`src/rtl/landing_pkg.sv`:
```
// -----------------------------------------------------------------------------
// landing_pkg
// Shared definitions for the landing judge: FSM state encoding, default
// parameter values and the combo saturation limit.
// Optional feature macro used by the design: LANDING_JUDGE_COMBO_EN.
// -----------------------------------------------------------------------------
package landing_pkg;

    typedef enum logic [2:0] {
        ST_IDLE   = 3'd0,
        ST_EVAL   = 3'd1,
        ST_UPDATE = 3'd2,
        ST_REPORT = 3'd3,
        ST_DEAD   = 3'd4
    } state_t;

    localparam int DEF_NUM_STAGES = 2;
    localparam int DEF_COORD_W    = 10;
    localparam int DEF_CENTER_TOL = 10;
    localparam int DEF_SCORE_W    = 16;

    localparam logic [3:0] COMBO_MAX = 4'd15;

endpackage : landing_pkg

```
`src/rtl/landing_judge_stage_hit_cmp.sv`:
```
// -----------------------------------------------------------------------------
// stage_hit_cmp
// Combinational open-interval test: o_on = (center-half_w < man_x < center+half_w).
// Ports:
//   i_man_x  [COORD_W]  landing x
//   i_center [COORD_W]  platform (or window) centre x
//   i_half_w [COORD_W]  half-width of the interval
//   o_on                man_x strictly inside the interval
// -----------------------------------------------------------------------------
module stage_hit_cmp
    import landing_pkg::*;
#(
    parameter int COORD_W = DEF_COORD_W
)(
    input  logic [COORD_W-1:0] i_man_x,
    input  logic [COORD_W-1:0] i_center,
    input  logic [COORD_W-1:0] i_half_w,
    output logic               o_on
);

    // One sign bit plus one carry bit: centre-half_w can go negative and
    // centre+half_w can exceed the coordinate range, neither may wrap.
    localparam int EXT_W = COORD_W + 2;

    logic signed [EXT_W-1:0] w_man;
    logic signed [EXT_W-1:0] w_lo;
    logic signed [EXT_W-1:0] w_hi;

    assign w_man = signed'({2'b00, i_man_x});
    assign w_lo  = signed'({2'b00, i_center}) - signed'({2'b00, i_half_w});
    assign w_hi  = signed'({2'b00, i_center}) + signed'({2'b00, i_half_w});
    assign o_on  = (w_man > w_lo) && (w_man < w_hi);

endmodule : stage_hit_cmp

```
`src/rtl/landing_judge.sv`:
```
// -----------------------------------------------------------------------------
// landing_judge
// Judges a player landing against NUM_STAGES platforms, keeps score and a
// centre-hit combo, and reports the outcome through a valid/ready handshake.
// FSM: IDLE -> EVAL -> UPDATE -> REPORT -> IDLE (or DEAD on a miss).
// Optional feature: define LANDING_JUDGE_COMBO_EN for combo tracking with a
// 2*combo centre bonus; otherwise a centre hit scores a flat 2 and combo is 0.
// Ports:
//   clk, rst_n (sync, active-low)
//   land_valid/land_ready, man_x, stage_x[], stage_w[]  landing request
//   game_restart                                        clear game, back to IDLE
//   result_valid/result_ready                           result handshake
//   stage_idx, hit_center, game_over, score, combo      result fields
// -----------------------------------------------------------------------------
module landing_judge
    import landing_pkg::*;
#(
    parameter  int NUM_STAGES = DEF_NUM_STAGES,
    parameter  int COORD_W    = DEF_COORD_W,
    parameter  int CENTER_TOL = DEF_CENTER_TOL,
    parameter  int SCORE_W    = DEF_SCORE_W,
    localparam int IDX_W      = (NUM_STAGES > 1) ? $clog2(NUM_STAGES) : 1
)(
    input  logic                                clk,
    input  logic                                rst_n,
    input  logic                                land_valid,
    output logic                                land_ready,
    input  logic [COORD_W-1:0]                  man_x,
    input  logic [NUM_STAGES-1:0][COORD_W-1:0]  stage_x,
    input  logic [NUM_STAGES-1:0][COORD_W-1:0]  stage_w,
    input  logic                                game_restart,
    output logic                                result_valid,
    input  logic                                result_ready,
    output logic [IDX_W-1:0]                    stage_idx,
    output logic                                hit_center,
    output logic                                game_over,
    output logic [SCORE_W-1:0]                  score,
    output logic [3:0]                          combo
);

    localparam logic [COORD_W-1:0] W_CENTER_TOL = COORD_W'(CENTER_TOL);

    // Saturating score increment; the extra top bit detects overflow.
    function automatic logic [SCORE_W-1:0] sat_add(input logic [SCORE_W-1:0] a,
                                                   input logic [5:0]         b);
        logic [SCORE_W:0] sum;
        sum = {1'b0, a} + (SCORE_W+1)'(b);
        if (sum[SCORE_W]) begin
            sat_add = {SCORE_W{1'b1}};
        end else begin
            sat_add = sum[SCORE_W-1:0];
        end
    endfunction

    state_t                             r_state;
    state_t                             w_state_nxt;
    logic                               r_land_ready;
    logic                               r_result_valid;
    logic [COORD_W-1:0]                 r_man_x;
    logic [NUM_STAGES-1:0][COORD_W-1:0] r_stage_x;
    logic [NUM_STAGES-1:0][COORD_W-1:0] r_stage_w;
    logic [IDX_W-1:0]                   r_stage_idx;
    logic                               r_hit_center;
    logic                               r_any_hit;
    logic                               r_game_over;
    logic [SCORE_W-1:0]                 r_score;
    logic [SCORE_W-1:0]                 w_score_nxt;
    logic                               w_accept;
    logic [NUM_STAGES-1:0]              w_on;
    logic                               w_any_hit;
    logic [IDX_W-1:0]                   w_sel_idx;
    logic [COORD_W-1:0]                 w_sel_x;
    logic                               w_center_on;
`ifdef LANDING_JUDGE_COMBO_EN
    logic [3:0]                         r_combo;
    logic [3:0]                         w_combo_nxt;
`endif

    // A restart in the same cycle as a request wins: the landing is dropped.
    assign w_accept = land_valid & r_land_ready & ~game_restart;

    for (genvar g = 0; g < NUM_STAGES; g++) begin : g_stage
        stage_hit_cmp #(.COORD_W(COORD_W)) u_cmp (
            .i_man_x  (r_man_x),
            .i_center (r_stage_x[g]),
            .i_half_w (r_stage_w[g]),
            .o_on     (w_on[g])
        );
    end

    // Centre window is tested only on the platform that was selected.
    stage_hit_cmp #(.COORD_W(COORD_W)) u_center_cmp (
        .i_man_x  (r_man_x),
        .i_center (w_sel_x),
        .i_half_w (W_CENTER_TOL),
        .o_on     (w_center_on)
    );

    // Lowest-index platform hit wins: scan from the top so index 0 is written last.
    always_comb begin
        w_any_hit = 1'b0;
        w_sel_idx = {IDX_W{1'b0}};
        for (int i = NUM_STAGES - 1; i >= 0; i--) begin
            if (w_on[i]) begin
                w_any_hit = 1'b1;
                w_sel_idx = IDX_W'(i);
            end else begin
                w_any_hit = w_any_hit;
            end
        end
        w_sel_x = r_stage_x[w_sel_idx];
    end

    // Next-state logic; game_restart overrides every state.
    always_comb begin
        w_state_nxt = r_state;
        if (game_restart) begin
            w_state_nxt = ST_IDLE;
        end else begin
            case (r_state)
                ST_IDLE: begin
                    if (w_accept) begin
                        w_state_nxt = ST_EVAL;
                    end else begin
                        w_state_nxt = ST_IDLE;
                    end
                end
                ST_EVAL:   w_state_nxt = ST_UPDATE;
                ST_UPDATE: w_state_nxt = ST_REPORT;
                ST_REPORT: begin
                    if (result_ready && r_game_over) begin
                        w_state_nxt = ST_DEAD;
                    end else if (result_ready) begin
                        w_state_nxt = ST_IDLE;
                    end else begin
                        w_state_nxt = ST_REPORT;
                    end
                end
                ST_DEAD:   w_state_nxt = ST_DEAD;
                default:   w_state_nxt = ST_IDLE;
            endcase
        end
    end

    // Score/combo values applied when leaving UPDATE.
    always_comb begin
        w_score_nxt = r_score;
`ifdef LANDING_JUDGE_COMBO_EN
        w_combo_nxt = r_combo;
        if (!r_any_hit) begin
            w_score_nxt = r_score;
            w_combo_nxt = r_combo;
        end else if (r_hit_center) begin
            if (r_combo == COMBO_MAX) begin
                w_combo_nxt = COMBO_MAX;
            end else begin
                w_combo_nxt = r_combo + 4'd1;
            end
            w_score_nxt = sat_add(r_score, {1'b0, w_combo_nxt, 1'b0});
        end else begin
            w_combo_nxt = 4'd0;
            w_score_nxt = sat_add(r_score, 6'd1);
        end
`else
        if (!r_any_hit) begin
            w_score_nxt = r_score;
        end else if (r_hit_center) begin
            w_score_nxt = sat_add(r_score, 6'd2);
        end else begin
            w_score_nxt = sat_add(r_score, 6'd1);
        end
`endif
    end

    // State register plus registered handshake flags derived from the next state.
    always_ff @(posedge clk) begin
        if (!rst_n) begin
            r_state        <= ST_IDLE;
            r_land_ready   <= 1'b1;
            r_result_valid <= 1'b0;
        end else begin
            r_state        <= w_state_nxt;
            r_land_ready   <= (w_state_nxt == ST_IDLE);
            r_result_valid <= (w_state_nxt == ST_REPORT);
        end
    end

    // Landing capture on an accepted request.
    always_ff @(posedge clk) begin
        if (!rst_n) begin
            r_man_x   <= {COORD_W{1'b0}};
            r_stage_x <= '0;
            r_stage_w <= '0;
        end else if (w_accept) begin
            r_man_x   <= man_x;
            r_stage_x <= stage_x;
            r_stage_w <= stage_w;
        end else begin
            r_man_x   <= r_man_x;
        end
    end

    // Evaluation results latched in EVAL.
    always_ff @(posedge clk) begin
        if (!rst_n) begin
            r_stage_idx  <= {IDX_W{1'b0}};
            r_hit_center <= 1'b0;
            r_any_hit    <= 1'b0;
        end else if (game_restart) begin
            r_stage_idx  <= {IDX_W{1'b0}};
            r_hit_center <= 1'b0;
            r_any_hit    <= 1'b0;
        end else if (r_state == ST_EVAL) begin
            r_stage_idx  <= w_sel_idx;
            r_hit_center <= w_any_hit & w_center_on;
            r_any_hit    <= w_any_hit;
        end else begin
            r_any_hit    <= r_any_hit;
        end
    end

    // Score, combo and game-over updated in UPDATE; game_over holds through DEAD.
    always_ff @(posedge clk) begin
        if (!rst_n) begin
            r_score     <= {SCORE_W{1'b0}};
            r_game_over <= 1'b0;
`ifdef LANDING_JUDGE_COMBO_EN
            r_combo     <= 4'd0;
`endif
        end else if (game_restart) begin
            r_score     <= {SCORE_W{1'b0}};
            r_game_over <= 1'b0;
`ifdef LANDING_JUDGE_COMBO_EN
            r_combo     <= 4'd0;
`endif
        end else if (r_state == ST_UPDATE) begin
            r_score     <= w_score_nxt;
            r_game_over <= ~r_any_hit;
`ifdef LANDING_JUDGE_COMBO_EN
            r_combo     <= w_combo_nxt;
`endif
        end else begin
            r_score     <= r_score;
        end
    end

    assign land_ready   = r_land_ready;
    assign result_valid = r_result_valid;
    assign stage_idx    = r_stage_idx;
    assign hit_center   = r_hit_center;
    assign game_over    = r_game_over;
    assign score        = r_score;
`ifdef LANDING_JUDGE_COMBO_EN
    assign combo        = r_combo;
`else
    assign combo        = 4'd0;
`endif

endmodule : landing_judge

```
`config.mk`:
```
export PLATFORM = sky130hd
export DESIGN_NAME = landing_judge
export DESIGN_NICKNAME = d
export VERILOG_FILES = /design/src/rtl/landing_pkg.sv /design/src/rtl/landing_judge_stage_hit_cmp.sv /design/src/rtl/landing_judge.sv
export SDC_FILE = /design/constraint.sdc
export NUM_CORES = 1
export LEC_CHECK = 0
export ABC_AREA = 1
export BUFFER_PORTS_ARGS = -buffer_cell sky130_fd_sc_hd__buf_2
export CORE_UTILIZATION = 25
export DETAILED_ROUTE_END_ITERATION = 6
export SLEW_MARGIN = 15
export SYNTH_ARGS = -nofsm -noshare
export SYNTH_HDL_FRONTEND = slang
export SYNTH_SLANG_ARGS = --single-unit
```
`constraint.sdc`:
```
create_clock -name clk -period 6.4 [get_ports clk]
set_input_delay 0.32 -clock clk [delete_from_list [all_inputs] [get_ports clk]]
set_output_delay 0.32 -clock clk [all_outputs]
set_load 0.02 [all_outputs]
```
==> flow_metrics.py, run 1 <==
metrics = {
    "setup_path": {
        "end_kind": "flip-flop",
        "crit_arrival_ns": 6.03,
        "slowest_stage": "or4_1",
        "critPathKind": "reg -> reg",
        "worst-path-max-fanout": 20,
        "critical_path_required_ns": 6.61,
        "cp_slowest_stage_delay_ns": 0.50,
        "cp_common_cell": "nand2_1",
        "cp-start-kind": "flip-flop",
    },
    "finish": {
        "fill_cells": 2818,
        "area_delta_synth_final_pct": 15.28,
        "fin_cells": 1334,
        "fin_area_um2": 7516,
        "finalNetCount": 1158,
        "diodes": 0,
        "drive_above_1_share": 0.1135,
    },
    "placed_design": {
        "dpl.hpwl_um": 14450,
        "post_dp_cell_area_um2": 7192,
        "io_buffers": 75,
        "gp_congestion": 0.8837,
        "dp_cells": 1318,
        "place_ws_ns": 0.6563,
    },
    "timing": {
        "tns_ns": 0,
        "worst_slew_pin_slew_ns": 0.8130,
        "hold_viol": 0,
        "rsz0062_at_grt": "no",
        "maxSlewViolCount": 0,
        "finalSetupViolations": 0,
        "fmax_mhz": 171.9,
        "fin_worst_skew_ns": 0.006170,
        "min_period_ns": 5.817,
        "slew_headroom": 0.4580,
        "fin_crit_sh": 0.9088,
        "holdWs_ns": 0.2314,
        "worst_slack_ns": 0.5834,
    },
    "power_and_ir_drop": {
        "cellLeakagePower_nw": 3.647,
        "power_density_nw_per_um2": 245.8,
        "ir_worst_vdd_mv": 0.1092,
    },
    "route": {
        "drc": 0,
        "drt_first_pass_iters": 5,
        "routedWlPerCell_um": 13.69,
        "routed_wl_um": 18270,
        "routed_via_density": 4.630,
        "antenna_left": 0,
        "drt-initial-drc-count": 271,
        "via_count": 6176,
    },
    "clocking": {
        "clk_latency_ns": 0.35,
        "htreeDepth": 3,
        "cts_tree": "done",
        "cts_buffers": 9,
        "cts_sinks": 75,
        "cts_resized": 0,
        "post-cts-setup-buffers": 0,
        "hold_buffers": 0,
        "clockBufferDepth": 2,
        "cts_root_buffer": "clkbuf_16",
        "clk_pin_slew_ns": 0.06,
    },
    "yosys": {
        "netlist_instances": 938,
        "avgSynthCellArea_um2": 6.951,
        "yosysTopAreaCell": "dfxtp_1",
        "synth_cell_types": 45,
        "ys_seq_elements": 75,
        "synth_top_area_frac": 0.2303,
        "yosys-top-cells-area": "dfxtp_1 (23%), ha_1 (19%), nand2_1 (9.5%)",
        "netlist_area_um2": 6520,
        "yosysWarningCount": 0,
        "synth-seq-area-share": 0.2303,
    },
    "grt": {
        "grt-ovfl-total": 0,
        "track_usage": 0.1404,
        "grt_max_degree": 52,
        "antenna_found_initial": 0,
        "grt_pass1_wl_um": 29640,
        "grt_pass1_vias": 5989,
    },
    "floorplanning": {
        "rows": 58,
        "dieArea_um2": 26730,
        "dieHeight_um": 163.5,
        "die_w_um": 163.5,
        "core_um2": 25400,
        "ios": 80,
        "initial_core_util": 0.2567,
    },
    "worst_hold_path": {
        "hold_path.class": "in -> reg",
    },
    "flow_run": {
        "maxCapViolations": 0,
    },
    "run_status": {
        "outcome": "finished, final reports clean",
    },
}
==> synthesized netlist by cell type, drive strengths merged <==
| library cell | instances |
|---|---|
| o311ai | 1 |
| nor3 | 22 |
| o21ai | 86 |
| nand4 | 8 |
| nor2 | 91 |
| o221ai | 4 |
| a311oi | 3 |
| nand2 | 169 |
| nand3 | 27 |
| xnor2 | 2 |
| fa | 4 |
| a21o | 4 |
| a21oi | 102 |
| o21a | 1 |
| a31oi | 6 |
| ha | 100 |
| a211oi | 6 |
| clkinv | 2 |
| nor3b | 1 |
| o221a | 1 |
| buf | 10 |
| dfxtp | 75 |
| or4 | 1 |
| o31ai | 2 |
| o21bai | 9 |
| nor4 | 1 |
| clkbuf | 21 |
| or2 | 1 |
| xor2 | 46 |
| conb | 1 |
| nand3b | 5 |
| a221oi | 2 |
| inv | 121 |
| o22ai | 2 |
| a32o | 1 |
==> stage by stage <==
| step | total power [mW] | utilization |
|---|---|---|
| after floorplan | 1.133 | - |
| after global placement | 1.274 | 0.2832 |
| after detailed placement | 1.295 | 0.2832 |
| after CTS | 1.873 | 0.2959 |
| after global routing | 2.015 | 0.2959 |
| final | 1.847 | 0.2959 |
==> per-layer routing <==
metal	vias up	track usage	routed length (µm)
li1	3237	-	-
met1	2788	0.2000	9606
met2	125	0.2119	7476
met3	26	0.02412	777
met4	0	0.04545	408
met5	-	0	0
==> logic make-up (layout without fill, tap and decap cells) <==
| group | Yosys count | in the layout | synth area share |
|---|---|---|---|
| simple gates | 326 | 326 | 0.2090 |
| xor+xnor | 48 | 48 | 0.06448 |
| flops | 75 | 75 | 0.2303 |
| buf+inv | 154 | 217 | 0.09461 |
| other cells | 1 | 4 | 0.0005752 |
| fa+ha+maj | 104 | 104 | 0.2042 |
| compound gates | 230 | 230 | 0.1969 |
==> registers in the layout, indices dropped and copies added (netlist names) <==
signal and count:
r_stage_w 20, stage_idx 1, score 16, r_any_hit 1
hit_center 1, result_valid 1, land_ready 1, r_man_x 10
r_stage_x 20, game_over 1, r_state 3
==> critical path, delay by kind of cell, from the launching register on <==
kind / cells / cell delay, ns
adders and majority gates: 4 / 1.20
xor gates and xnor gates: 2 / 0.37
DFF: 1 / 0.33
buffers and inverters: 2 / 0.20
and+or+nand+nor: 17 / 2.31
AOI/OAI and AO/OA: 8 / 1.27
==> report_power, final <==
| group | internal (mW) | switching [mW] |
|---|---|---|
| registers | 0.491 | 0.0364 |
| clock network | 0.344 | 0.218 |
| logic | 0.287 | 0.470 |
| total | 1.12 | 0.725 |
==> cell usage in the layout, fill, tap and decap left out, types with 5 or more instances in the layout <==
cell,instances
nor2_1,91
nand3_1,25
o21bai_1,9
inv_1,114
inv_2,7
a31oi_1,6
nor3_1,21
a211oi_1,6
clkbuf_16,9
a21oi_1,100
nand3b_1,5
nand2_1,165
buf_2,75
o21ai_0,84
nand4_1,8
ha_1,100
dfxtp_1,75
xor2_1,46
==> path summary, 6_finish.rpt <==
kind                 from    endpoint  slack, ns  depth (start not counted)
max          r_stage_w[2]  hit_center       0.58                         33
min              man_x[9]  r_man_x[9]       0.23                          3
max reg2reg  r_stage_w[2]  hit_center       0.58                         33
min reg2reg     r_any_hit   r_any_hit       0.48                          2
==> area by class of cell <==
type / count / area [µm²] / share of cell area
flip-flops and latches: 75 / 1501 / 0.1998
multi-input cells: 712 / 4418 / 0.5878
well taps: 330 / 412.9 / 0.05494
clock buffers: 9 / 225.2 / 0.02997
repair buffers: 78 / 397.9 / 0.05294
inverters: 123 / 461.7 / 0.06143
clock inverters: 7 / 98.84 / 0.01315
Power figures use the tool's default switching activity.
==> run 2: changes to the inputs <==
Settings changed: CORE_ASPECT_RATIO from default to 2.
==> run 2 against run 1 <==
  * Cell area is 0.40% higher
  * Via count is 2.1% higher
  * Die area grew 0.14%
  * Power grew 1.1%
  * Sequential power about the same
  * Core utilization shrank 0.17 points
  * Maximum frequency is 0.75% higher
  * First-iteration DRC count shrank 17%
==> flow_metrics.py, run 2 (synthesized netlist as in run 1, its figures left out) <==
metrics = {
    "floorplanning": {
        "initial_core_util": 0.2542,
        "ios": 80,
        "core_um2": 25650,
        "dieHeight_um": 230.4,
        "rows": 83,
        "die_w_um": 116.2,
        "dieArea_um2": 26770,
    },
    "clocking": {
        "htreeDepth": 3,
        "cts_tree": "done",
        "cts_root_buffer": "clkbuf_16",
        "clk_pin_slew_ns": 0.07,
        "cts_buffers": 9,
        "clockBufferDepth": 2,
        "clk_latency_ns": 0.36,
        "cts_sinks": 75,
        "cts_resized": 0,
        "hold_buffers": 0,
        "post-cts-setup-buffers": 0,
    },
    "setup_path": {
        "cp_top_family": "simple AND/OR/NAND/NOR gates",
        "critical_path_required_ns": 6.63,
        "cp-start-kind": "flip-flop",
        "worst-path-max-fanout": 20,
        "critPathBufInv": 3,
        "critPathKind": "reg -> reg",
        "cp_slowest_stage_delay_ns": 0.51,
        "slowest_stage": "or4_1",
        "cp_common_cell": "nand2_1",
        "crit_arrival_ns": 6.00,
        "end_kind": "flip-flop",
    },
    "finish": {
        "finalNetCount": 1159,
        "diodes": 0,
        "drive_above_1_share": 0.1144,
        "fill_cells": 2844,
        "most-common-layout-cells": "nand2_1 (165), inv_1 (114), a21oi_1 (100), ha_1 (100), nor2_1 (91)",
        "area_delta_synth_final_pct": 15.74,
        "fin_util": 0.2942,
        "fin_cells": 1345,
        "layout_commonest_cell": "nand2_1",
    },
    "placed_design": {
        "dpl.hpwl_um": 16030,
        "dp_cells": 1329,
        "io_buffers": 75,
        "gp_congestion": 0.9036,
    },
    "route": {
        "routed_via_density": 4.688,
        "drt_first_pass_iters": 5,
        "routedWlPerCell_um": 14.66,
        "via_count": 6306,
        "antenna_left": 0,
        "routed_wl_um": 19710,
        "drc": 0,
        "drt-initial-drc-count": 226,
    },
    "timing": {
        "maxSlewViolCount": 0,
        "min_period_ns": 5.773,
        "rsz0062_at_grt": "no",
        "slew_headroom": 0.4597,
        "fin_crit_sh": 0.9020,
        "tns_ns": 0,
        "fmax_mhz": 173.2,
        "fin_worst_skew_ns": 0.009180,
        "hold_viol": 0,
        "finalSetupViolations": 0,
        "worst_slew_pin_slew_ns": 0.8105,
    },
    "run_status": {
        "outcome": "finished, final reports clean",
    },
    "grt": {
        "track_usage": 0.1550,
        "grt_max_degree": 83,
        "grt_pass1_vias": 6307,
        "grt-ovfl-total": 0,
        "grt_pass1_wl_um": 31260,
        "antenna_found_initial": 0,
    },
    "power_and_ir_drop": {
        "cellLeakagePower_nw": 3.660,
        "power_density_nw_per_um2": 247.5,
        "ir_worst_vdd_mv": 0.1503,
    },
    "flow_run": {
        "maxCapViolations": 0,
    },
    "worst_hold_path": {
        "hold_path.class": "in -> reg",
    },
}
## run 2: cell types whose count changed in the layout (fill, tap and decap cells not counted), sizes merged
| cell | before | now |
|---|---|---|
| buf | 78 | 79 |
| clkinvlp | 1 | 0 |
| clkbuf | 9 | 10 |
## run 2: final cells by class
cell class                 count  area (µm²)  share of cell area
clock buffer                  10       239.0             0.03167
clock inverter                 6       95.09             0.01260
inverter                     123       461.7             0.06118
multi-input combinational    712        4418              0.5855
sequential                    75        1501              0.1990
tap                          340       425.4             0.05638
timing repair buffer          79       405.4             0.05372
## run 2: through the flow
| step | total power, mW | hold WS (ns) | setup WS, ns | instance area, µm² |
|---|---|---|---|---|
| 2_1_floorplan | 1.133 | 0.4454 | 1.492 | 6531 |
| 3_3_place_gp | 1.284 | 0.4589 | 0.7915 | 7212 |
| 4_1_cts | 1.897 | 0.2032 | 0.6367 | 7546 |
| 5_1_grt | 2.027 | 0.2253 | 0.1865 | 7546 |
| 6_report | 1.868 | 0.2187 | 0.6269 | 7546 |
| 3_5_place_dp | 1.300 | 0.4632 | 0.6555 | 7212 |
## run 2: worst paths after layout
check | from | end | slack, ns | cells past startpoint
worst max-delay path | r_stage_w[2] | hit_center | 0.63 | 33
worst min-delay path | stage_x[15] | r_stage_x[15] | 0.22 | 3
worst max register to register | r_stage_w[2] | hit_center | 0.63 | 33
worst min register to register | r_any_hit | r_any_hit | 0.48 | 2
## run 2: power breakdown
part / total (mW) / switching, mW / internal, mW
clock: 0.580 / 0.224 / 0.356
combinational: 0.762 / 0.474 / 0.287
sequential: 0.526 / 0.0351 / 0.491
total: 1.87 / 0.733 / 1.13
## run 2: routing by layer
metal	vias to the layer above	GRT usage	wire length, µm
met5	-	0	0
met4	0	0.1290	1531
met3	72	0.02494	698
met2	162	0.2920	10640
met1	2841	0.1394	6839
li1	3231	-	-
## run 2: tightest hold or removal path: stages
cell,delay (ns)
buf_2,0.08
o21ai_0,0.07
nor2_1,0.08
==> run 3: changes to the inputs <==
Settings changed: BUFFER_PORTS_ARGS -buffer_cell sky130_fd_sc_hd__buf_2 to default, DONT_BUFFER_PORTS from default to 1.
==> run 3 against run 2 <==
  * Critical path depth up 2
  * Clock skew down 0.0019 ns
  * Cell count down 5.6%
  * Register-to-register slack about the same
  * Via count down 3.9%
  * Sequential share of layout area up 1.1 points
  * Setup slack better by 0.0023 ns
  * Sequential power about the same
  * Power down 4.1%
  * Largest cell class unchanged
==> flow_metrics.py, run 3 (synthesized netlist as in run 1, its figures left out) <==
metrics = {
    "clocking": {
        "cts_tree": "done",
        "hold_buffers": 0,
        "htreeDepth": 3,
        "clockBufferDepth": 2,
        "cts_root_buffer": "clkbuf_16",
        "clk_latency_ns": 0.36,
        "clk_pin_slew_ns": 0.06,
        "cts_resized": 0,
        "cts_sinks": 75,
        "cts_buffers": 9,
        "post-cts-setup-buffers": 0,
    },
    "setup_path": {
        "crit_arrival_ns": 6.00,
        "cp-start-kind": "flip-flop",
        "cp_top_family": "simple AND/OR/NAND/NOR gates",
        "critical_path_required_ns": 6.63,
        "worst-path-max-fanout": 20,
        "slowest_stage": "or4_1",
        "cp_common_cell": "nand2_1",
        "critPathBufInv": 3,
        "critPathKind": "reg -> reg",
        "end_kind": "flip-flop",
        "cp_slowest_stage_delay_ns": 0.51,
    },
    "placed_design": {
        "gp_congestion": 0.8846,
        "post_dp_cell_area_um2": 6852,
        "io_buffers": 0,
        "dpl.hpwl_um": 16030,
        "dp_cells": 1255,
    },
    "flow_run": {
        "maxCapViolations": 0,
    },
    "floorplanning": {
        "die_w_um": 116.2,
        "initial_core_util": 0.2542,
        "core_um2": 25650,
        "dieHeight_um": 230.4,
        "ios": 80,
        "dieArea_um2": 26770,
        "rows": 83,
    },
    "timing": {
        "maxSlewViolCount": 0,
        "fin_worst_skew_ns": 0.007242,
        "tns_ns": 0,
        "fin_crit_sh": 0.9017,
        "rsz0062_at_grt": "no",
        "slew_headroom": 0.4874,
        "fmax_mhz": 173.3,
        "min_period_ns": 5.771,
        "hold_viol": 0,
        "finalSetupViolations": 0,
        "worst_slew_pin_slew_ns": 0.7690,
    },
    "power_and_ir_drop": {
        "ir_worst_vdd_mv": 0.1521,
        "cellLeakagePower_nw": 3.313,
        "power_density_nw_per_um2": 250.7,
        "sw_frac_of_total": 0.4040,
        "power_mw": 1.791,
        "pwr-share-clk": 0.289,
        "internal_power_mw": 1.067,
        "p_seq_frac": 0.295,
        "comb_power_share": 0.416,
        "p_switching_uw": 723.7,
    },
    "finish": {
        "drive_above_1_share": 0.04301,
        "fin_cells": 1270,
        "most-common-layout-cells": "nand2_1 (165), inv_1 (114), a21oi_1 (100), ha_1 (100), nor2_1 (91)",
        "fill_cells": 2866,
        "diodes": 0,
        "fin_area_um2": 7144,
        "layout_commonest_cell": "nand2_1",
        "area_delta_synth_final_pct": 9.576,
        "finalNetCount": 1085,
    },
    "route": {
        "drc": 0,
        "via_count": 6060,
        "drt_first_pass_iters": 4,
        "antenna_left": 0,
        "routedWlPerCell_um": 15.54,
        "routed_wl_um": 19740,
        "routed_via_density": 4.772,
        "drt-initial-drc-count": 248,
    },
    "worst_hold_path": {
        "hold_path.class": "in -> reg",
    },
    "grt": {
        "grt_pass1_vias": 6082,
        "track_usage": 0.1562,
        "grt-ovfl-total": 0,
        "antenna_found_initial": 0,
        "grt_pass1_wl_um": 31200,
        "grt_max_degree": 84,
    },
    "run_status": {
        "outcome": "finished, final reports clean",
    },
}
## run 3: worst paths after layout
kind / from / end / slack (ns) / cells after the start
min reg2reg: r_any_hit / r_any_hit / 0.48 / 2
max: r_stage_w[2] / hit_center / 0.63 / 35
min: rst_n / r_stage_x[16] / 0.10 / 2
max reg2reg: r_stage_w[2] / hit_center / 0.63 / 35
## run 3: metal layers
layer / part of all wire / GRT usage / up-vias
met5: 0 / 0 / -
met3: 0.041 / 0.02940 / 50
met1: 0.34 / 0.1404 / 2769
li1: - / - / 3088
met4: 0.063 / 0.1014 / 0
met2: 0.55 / 0.3043 / 153
## run 3: cell type report
| type | instances | area [µm²] | share of cell area |
|---|---|---|---|
| multi-input combinational | 712 | 4425 | 0.6194 |
| inverter | 123 | 461.7 | 0.06462 |
| sequential | 75 | 1501 | 0.2102 |
| timing repair buffer | 5 | 37.54 | 0.005254 |
| clock inverter | 6 | 67.56 | 0.009457 |
| tap | 340 | 425.4 | 0.05954 |
| clock buffer | 9 | 225.2 | 0.03152 |
## run 3: per-stage QoR
step	utilization	setup WS, ns	hold slack, ns
after floorplan	-	1.492	0.4454
after global placement	0.2671	0.7546	0.4700
after detailed placement	0.2671	0.7086	0.4658
after CTS	0.2785	0.6758	0.09729
after global routing	0.2785	0.02837	0.1018
final	0.2785	0.6292	0.1024
## run 3: power groups by stage
stage               Clock [mW]  Combinational [mW]  Sequential, mW
finish                   0.518               0.745           0.528
global route             0.550               0.876           0.530
CTS                      0.531               0.749           0.529
detailed placement           0               0.743           0.539
global placement             0               0.729           0.538
floorplan                    0               0.611           0.522
